--- src/rtl/vme_pkg.sv ---
// Shared definitions for the VME device sequencer and related front-end blocks.
package vme_pkg;

  localparam int unsigned DEV_W       = 4;
  localparam int unsigned CMD_W       = 10;
  localparam int unsigned DATA_W      = 16;
  localparam int unsigned TMO_CYC_DEF = 255;

  localparam logic [2:0] ST_IDLE    = 3'd0;
  localparam logic [2:0] ST_SELECT  = 3'd1;
  localparam logic [2:0] ST_ACCESS  = 3'd2;
  localparam logic [2:0] ST_ACK     = 3'd3;
  localparam logic [2:0] ST_ERROR   = 3'd4;
  localparam logic [2:0] ST_RELEASE = 3'd5;

  function automatic logic [7:0] sat_inc8(input logic [7:0] v);
    return (v == 8'hFF) ? v : v + 8'd1;
  endfunction

endpackage

--- src/rtl/vme_strobe_sync.sv ---
// Two-flop synchroniser for the asynchronous VME strobe with rising-edge capture pulse.
module vme_strobe_sync (
  input  logic i_clk,
  input  logic i_rst,
  input  logic i_strobe,
  output logic o_s_strb,
  output logic o_capture
);

  logic       r_s1;
  logic       r_s2;
  logic       r_s3;
  logic [1:0] r_valid;
  logic       r_armed;

  // Capture stays disarmed after reset until a genuinely sampled low is seen,
  // so a strobe held high through reset cannot look like a fresh edge.
  always_ff @(posedge i_clk) begin
    if (i_rst) begin
      r_s1    <= 1'b0;
      r_s2    <= 1'b0;
      r_s3    <= 1'b0;
      r_valid <= '0;
      r_armed <= 1'b0;
    end else begin
      r_s1    <= i_strobe;
      r_s2    <= r_s1;
      r_s3    <= r_s2;
      r_valid <= {r_valid[0], 1'b1};
      if (r_valid[1] && !r_s2)
        r_armed <= 1'b1;
    end
  end

  assign o_s_strb  = r_s2;
  assign o_capture = r_armed & r_s2 & ~r_s3;

endmodule

--- src/rtl/vme_dev_sequencer.sv ---
// Sequences one VME access onto a single internal device: select, strobe, wait ack,
// then DTACK or bus error (unmapped slot / ack timeout).
module vme_dev_sequencer
  import vme_pkg::*;
#(
  parameter int unsigned NDEV     = 8,
  parameter int unsigned TMO_CYC  = TMO_CYC_DEF,
  parameter int unsigned HOLD_CYC = 2
) (
  input  logic                     FASTCLK,
  input  logic                     RST,
  input  logic                     STROBE,
  input  logic                     WRITE_B,
  input  logic [DEV_W-1:0]         DEV_SEL,
  input  logic [CMD_W-1:0]         CMD_IN,
  input  logic [DATA_W-1:0]        INDATA,
  input  logic [NDEV-1:0]          DEV_ACK,
  input  logic [DATA_W*NDEV-1:0]   DEV_RDATA,
  output logic [NDEV-1:0]          DEVICE,
  output logic [CMD_W-1:0]         COMMAND,
  output logic                     DEV_WRITE_B,
  output logic                     DEV_STROBE,
  output logic [DATA_W-1:0]        OUTDATA,
  output logic                     DTACK_B,
  output logic                     BERR_B,
  output logic [7:0]               ERR_CNT
);

  logic              w_s_strb;
  logic              w_capture;
  logic [2:0]        r_state;
  logic [DEV_W-1:0]  r_sel;
  logic [CMD_W-1:0]  r_cmd;
  logic              r_wrb;
  logic [15:0]       r_tmo;
  logic [3:0]        r_hold;
  logic [DATA_W-1:0] r_outdata;
  logic [7:0]        r_err_cnt;

  logic [NDEV-1:0]   w_onehot;
  logic [DATA_W-1:0] w_rdata;
  logic              w_ack;
  logic              w_mapped;
  logic              w_tmo_hit;
  logic              w_unused;

  vme_strobe_sync u_sync (
    .i_clk     (FASTCLK),
    .i_rst     (RST),
    .i_strobe  (STROBE),
    .o_s_strb  (w_s_strb),
    .o_capture (w_capture)
  );

  always_comb begin
    w_onehot = '0;
    w_rdata  = '0;
    for (int unsigned i = 0; i < NDEV; i++) begin
      if (32'(r_sel) == i) begin
        w_onehot[i] = 1'b1;
        w_rdata     = DEV_RDATA[DATA_W*i +: DATA_W];
      end
    end
  end

  assign w_ack     = |(DEV_ACK & w_onehot);
  assign w_mapped  = 32'(DEV_SEL) < NDEV;
  assign w_tmo_hit = (r_tmo == 16'(TMO_CYC));
  // Write data goes straight from the VME side to the devices; nothing here consumes it.
  assign w_unused  = ^INDATA;

  always_ff @(posedge FASTCLK) begin
    if (RST) begin
      r_state   <= ST_IDLE;
      r_sel     <= '0;
      r_cmd     <= '0;
      r_wrb     <= 1'b1;
      r_tmo     <= '0;
      r_hold    <= '0;
      r_outdata <= '0;
      r_err_cnt <= '0;
    end else begin
      case (r_state)
        ST_IDLE: begin
          if (w_capture) begin
            r_sel <= DEV_SEL;
            r_cmd <= CMD_IN;
            r_wrb <= WRITE_B;
            if (w_mapped) begin
              r_state <= ST_SELECT;
            end else begin
              r_state   <= ST_ERROR;
              r_hold    <= 4'(HOLD_CYC);
              r_err_cnt <= sat_inc8(r_err_cnt);
            end
          end
        end
        ST_SELECT: begin
          r_tmo   <= '0;
          r_state <= ST_ACCESS;
        end
        ST_ACCESS: begin
          if (r_tmo != '1)
            r_tmo <= r_tmo + 16'd1;
          // Ack is checked first so an ack landing on the timeout cycle still completes.
          if (w_ack) begin
            if (r_wrb)
              r_outdata <= w_rdata;
            r_hold  <= 4'(HOLD_CYC);
            r_state <= ST_ACK;
          end else if (w_tmo_hit) begin
            r_hold    <= 4'(HOLD_CYC);
            r_err_cnt <= sat_inc8(r_err_cnt);
            r_state   <= ST_ERROR;
          end else if (!w_s_strb) begin
            r_state <= ST_RELEASE;
          end
        end
        ST_ACK, ST_ERROR: begin
          if (r_hold != '0)
            r_hold <= r_hold - 4'd1;
          else if (!w_s_strb)
            r_state <= ST_RELEASE;
        end
        ST_RELEASE: r_state <= ST_IDLE;
        default:    r_state <= ST_IDLE;
      endcase
    end
  end

  assign DEVICE      = (r_state == ST_SELECT || r_state == ST_ACCESS || r_state == ST_ACK)
                       ? w_onehot : '0;
  assign COMMAND     = r_cmd;
  assign DEV_WRITE_B = r_wrb;
  assign DEV_STROBE  = (r_state == ST_ACCESS) || (r_state == ST_ACK);
  assign OUTDATA     = r_outdata;
  assign DTACK_B     = (r_state != ST_ACK);
  assign BERR_B      = (r_state != ST_ERROR);
  assign ERR_CNT     = r_err_cnt;

endmodule

--- config.mk ---
export PLATFORM = sky130hd
export DESIGN_NAME = vme_dev_sequencer
export DESIGN_NICKNAME = d
export VERILOG_FILES = /design/src/rtl/vme_pkg.sv /design/src/rtl/vme_strobe_sync.sv /design/src/rtl/vme_dev_sequencer.sv
export SDC_FILE = /design/constraint.sdc
export NUM_CORES = 1
export LEC_CHECK = 0
export BUFFER_PORTS_ARGS = -buffer_cell sky130_fd_sc_hd__buf_2
export CORE_MARGIN = 2
export CORE_UTILIZATION = 40
export DETAILED_ROUTE_END_ITERATION = 8
export PLACE_DENSITY = 0.68
export REMOVE_ABC_BUFFERS = 1
export SLEW_MARGIN = 10
export SYNTH_ARGS = -nofsm -noshare
export SYNTH_HDL_FRONTEND = slang
export SYNTH_SLANG_ARGS = --single-unit
--- constraint.sdc ---
create_clock -name FASTCLK -period 2.5 [get_ports FASTCLK]
set_input_delay 0.125 -clock FASTCLK [delete_from_list [all_inputs] [get_ports FASTCLK]]
set_output_delay 0.125 -clock FASTCLK [all_outputs]
set_load 0.05 [all_outputs]
==> key figures <==
Run status
  – Status: complete, no violations

Place
  – DP Wirelength: roughly 11 mm
  – Input/output buffers: 199
  – Placement Setup Slack: between 0.1 and 0.15 ns
  – Post-place instance area: 5400 um^2
  – GP Congestion: between 0.8 and 0.9

Setup path
  – Critical-path top delay cell: dfxtp_1
  – Slowest Stage Delay on Critical Path: between 0.4 and 0.5 ns
  – Crit path DAT: ~2.2 ns
  – Ordered cell list for the critical path: buf_4, nor2b_1, and3b_2, and2_1, buf_2
  – Worst path buffer plus inverter count: 2
  – CP Class: reg -> out
  – Crit Path Max Fanout: 15
  – Worst Path Required: 2.38 ns
  – Crit start category: register
  – Kind of cell adding the most delay to the critical path: simple AND/OR/NAND/NOR gates
  – Critical path endpoint category: output port
  – R2R setup slack: about 0.20 ns

GRT
  – First-pass GRT wire length: 23.6 mm
  – Vias in the first global route: 4828
  – Total global-route track usage: around a quarter
  – Grt total ovfl: 0
  – Largest net degree at the start of global routing: 41
  – Initial antenna violation count: 4

Finish
  – Footprint of the multi-input gates: roughly 2700 um^2
  – Final instance area: 5780 um^2
  – Most frequent cells in the layout: buf_2 (199), dfxtp_1 (67), nand2_1 (55), a21oi_1 (38), nor2_1 (32)
  – Commonest non-fill, non-tap cell in the layout: buf_2
  – Sequential Area: ~1400 um^2
  – Share of layout cells above drive strength 1: about 37%
  – Area Overhead vs Synth: 36.2%
  – Final nets: between 800 and 900
  – FILL cells: 972

Floorplan
  – FP Rows: 37
  – I/O pins: 216
  – Total core area: between 10000 and 15000 um^2
  – Initial Utilization: approximately two fifths
  – Die Span Y: roughly 110 um
  – Die Wd: around 110 um
  – Die ar.: 11500 um^2

STA
  – RSZ-0062 raised after global routing: false
  – Final setup viols: 0
  – Clock period minus worst slack: about 2.3 ns
  – Final period util: between 90 and 100%
  – FMAX: around 430 MHz
  – Final Hold Vio Count: 0
  – Sum Neg Setup Slack: 0 ns
  – Worst clock skew: 0.00949 ns
  – Slew HR: 44.8%
  – Slew Limit Fails: 0
  – Slew of the pin with the lowest slew margin: 0.826 ns
  – Fin worst setup slack: 0.166 ns

Power and ir drop
  – Pwr dens: approximately 440 nW/um^2
  – Maximum VDD drop: about 0.00031 V
  – LEAKAGE: around 2.5 nW

CTS
  – Clk Latency, worst-skew pair: around 0.36 ns
  – Longest Clk Path Bufs: 2
  – CTS tree: yes
  – Clock buffer count from CTS: 9
  – Num Clock Sinks: a little under 70
  – H-Tree Level Count: 3
  – Worst-path clk slew: ~0.080 ns
  – CTS root buf: clkbuf_8

Detailed routing
  – Wl on met1: between 6 and 7 mm
  – Routed WL: roughly 15 mm
  – DRT antenna net count: 0
  – Met2 WL: 7.57 mm
  – Met3 wire length: about 660 um
  – Wire length per cell: 17.0 um
  – Number of remaining DRC errors: 0
  – Top Metal Used: met4
  – Vias: 4846
  – DR iter-0 viols: 219
  – Vias per inst: about 5.6
  – Drt first pass iters: 5

Synth
  – Compound-Gate Fraction of Synth Area: between 30% and 40%
  – Multiplexer area fraction after synthesis: 7.72%
  – Mapped Avg Cell Area: around 8.1 um^2
  – Main synth FF type: dfxtp_1
  – Unique masters post-synth: 58
  – #FFs+latches synth: around 70
  – Sequential-to-total area share from yosys stat: approximately a third
  – Number of synthesized flops with an enable pin: 0
  – Post-Synth Simple-Gate Area: 21.8%
  – Ys async rst share: 0%
  – Synth Cell Area: 4250 um^2
  – Synth warn: 0
  – Synth Area in Adders: 0.884%
  – Largest family of logic cells by synthesized area: compound AO/OA/AOI/OAI gates
  – Synth Area in XOR/XNOR: 1.65%
  – Cell count after synthesis: 526

Run
  – Max Cap Violations: 0

Worst hold path
  – Tightest Hold Check Type: in -> reg
==> cell type report <==
class / instances / area share, %
Sequential cell: 68 / 23.6
Clock buffer: 9 / 2.14
Multi-Input combinational cell: 401 / 46.2
Tap cell: 136 / 2.94
Inverter: 13 / 0.844
Timing Repair Buffer: 232 / 22.0
Antenna cell: 4 / 0.173
Clock inverter: 7 / 2.14
==> worst min-delay path, stage by stage <==
cell and delay (ns):
buf_2 0.10, nand2_1 0.06, a21oi_1 0.05
==> through the flow <==
| stage | hold slack, ns | std cells | total power, W | util, % |
|---|---|---|---|---|
| final | 0.0213 | 870 | 0.00252 | 56.0 |
| after global routing | 0.0200 | 870 | 0.00263 | 56.0 |
| after CTS | 0.00591 | 865 | 0.00255 | 55.8 |
| after detailed placement | 0.350 | 837 | 0.00139 | 52.3 |
| after global placement | 0.337 | 837 | 0.00139 | 52.3 |
| after floorplan | 0.192 | 482 | 0.00122 | - |
==> layer usage <==
layer	up-vias	GRT usage (%)
met3	26	4.07
met1	2275	30.9
met4	0	11.2
met5	-	0
met2	166	45.4
li1	2379	-
==> report_power, final <==
part           total [W]  internal, W  switching [W]
Clock            0.00113     0.000669       0.000465
Sequential       0.00110      0.00109     0.00000657
Combinational   0.000290     0.000156       0.000133
==> registers in the layout, summed over array words and instances (netlist names) <==
register / count
u_sync.r_valid: 2
r_state: 3
u_sync.o_s_strb: 1
u_sync.r_armed: 1
r_sel: 4
r_tmo: 16
u_sync.r_s1: 1
ERR_CNT: 8
COMMAND: 10
OUTDATA: 16
r_hold: 4
DEV_WRITE_B: 1
u_sync.r_s3: 1
==> synth_stat cells (all sizes together) (4+ instances only) <==
cell type / instances / area, um^2
a22oi: 29 / 218
o21ai: 20 / 100
nor3b: 5 / 37.5
or4: 4 / 37.5
nand3b: 4 / 30.0
nand2b: 4 / 25.0
buf: 11 / 53.8
nor2b: 17 / 106
xnor2: 4 / 35.0
nand2: 55 / 206
o22ai: 17 / 106
nand4: 9 / 56.3
a2111oi: 8 / 95.1
dfxtp: 68 / 1360
and3: 5 / 31.3
mux2: 22 / 248
clkbuf: 33 / 124
a211oi: 25 / 188
a22o: 15 / 131
mux2i: 8 / 80.1
inv: 12 / 45.0
o211ai: 5 / 37.5
or3: 4 / 25.0
and2: 4 / 25.0
nor2: 32 / 120
nand3: 14 / 70.1
a21oi: 38 / 190
xor2: 4 / 35.0
nor3: 7 / 35.0
==> path summary, 6_finish.rpt <==
kind,from,endpoint,cells after the start
setup reg to reg,r_tmo[0],ERR_CNT[3],6
hold / removal,DEV_SEL[2],r_sel[2],3
hold reg to reg,u_sync.r_valid[0],u_sync.r_valid[1],1
setup / recovery,r_sel[0],DEVICE[5],5
==> timing repair <==
item,4_1_cts,5_1_grt
gates resized for setup,0,2
endpoints found under the hold margin,12,0
hold buffers,12,0
buffers inserted,0,1
setup endpoints to repair,0,9
==> kinds of logic after synthesis <==
logic type                 Yosys count
adders and majority gates            3
AOI/OAI and AO/OA                  183
and+or+nand+nor                    177
buffers and inverters               57
muxes                               30
DFF                                 68
xor gates and xnor gates             8
Note: power is estimated with default switching activity, not from simulation.
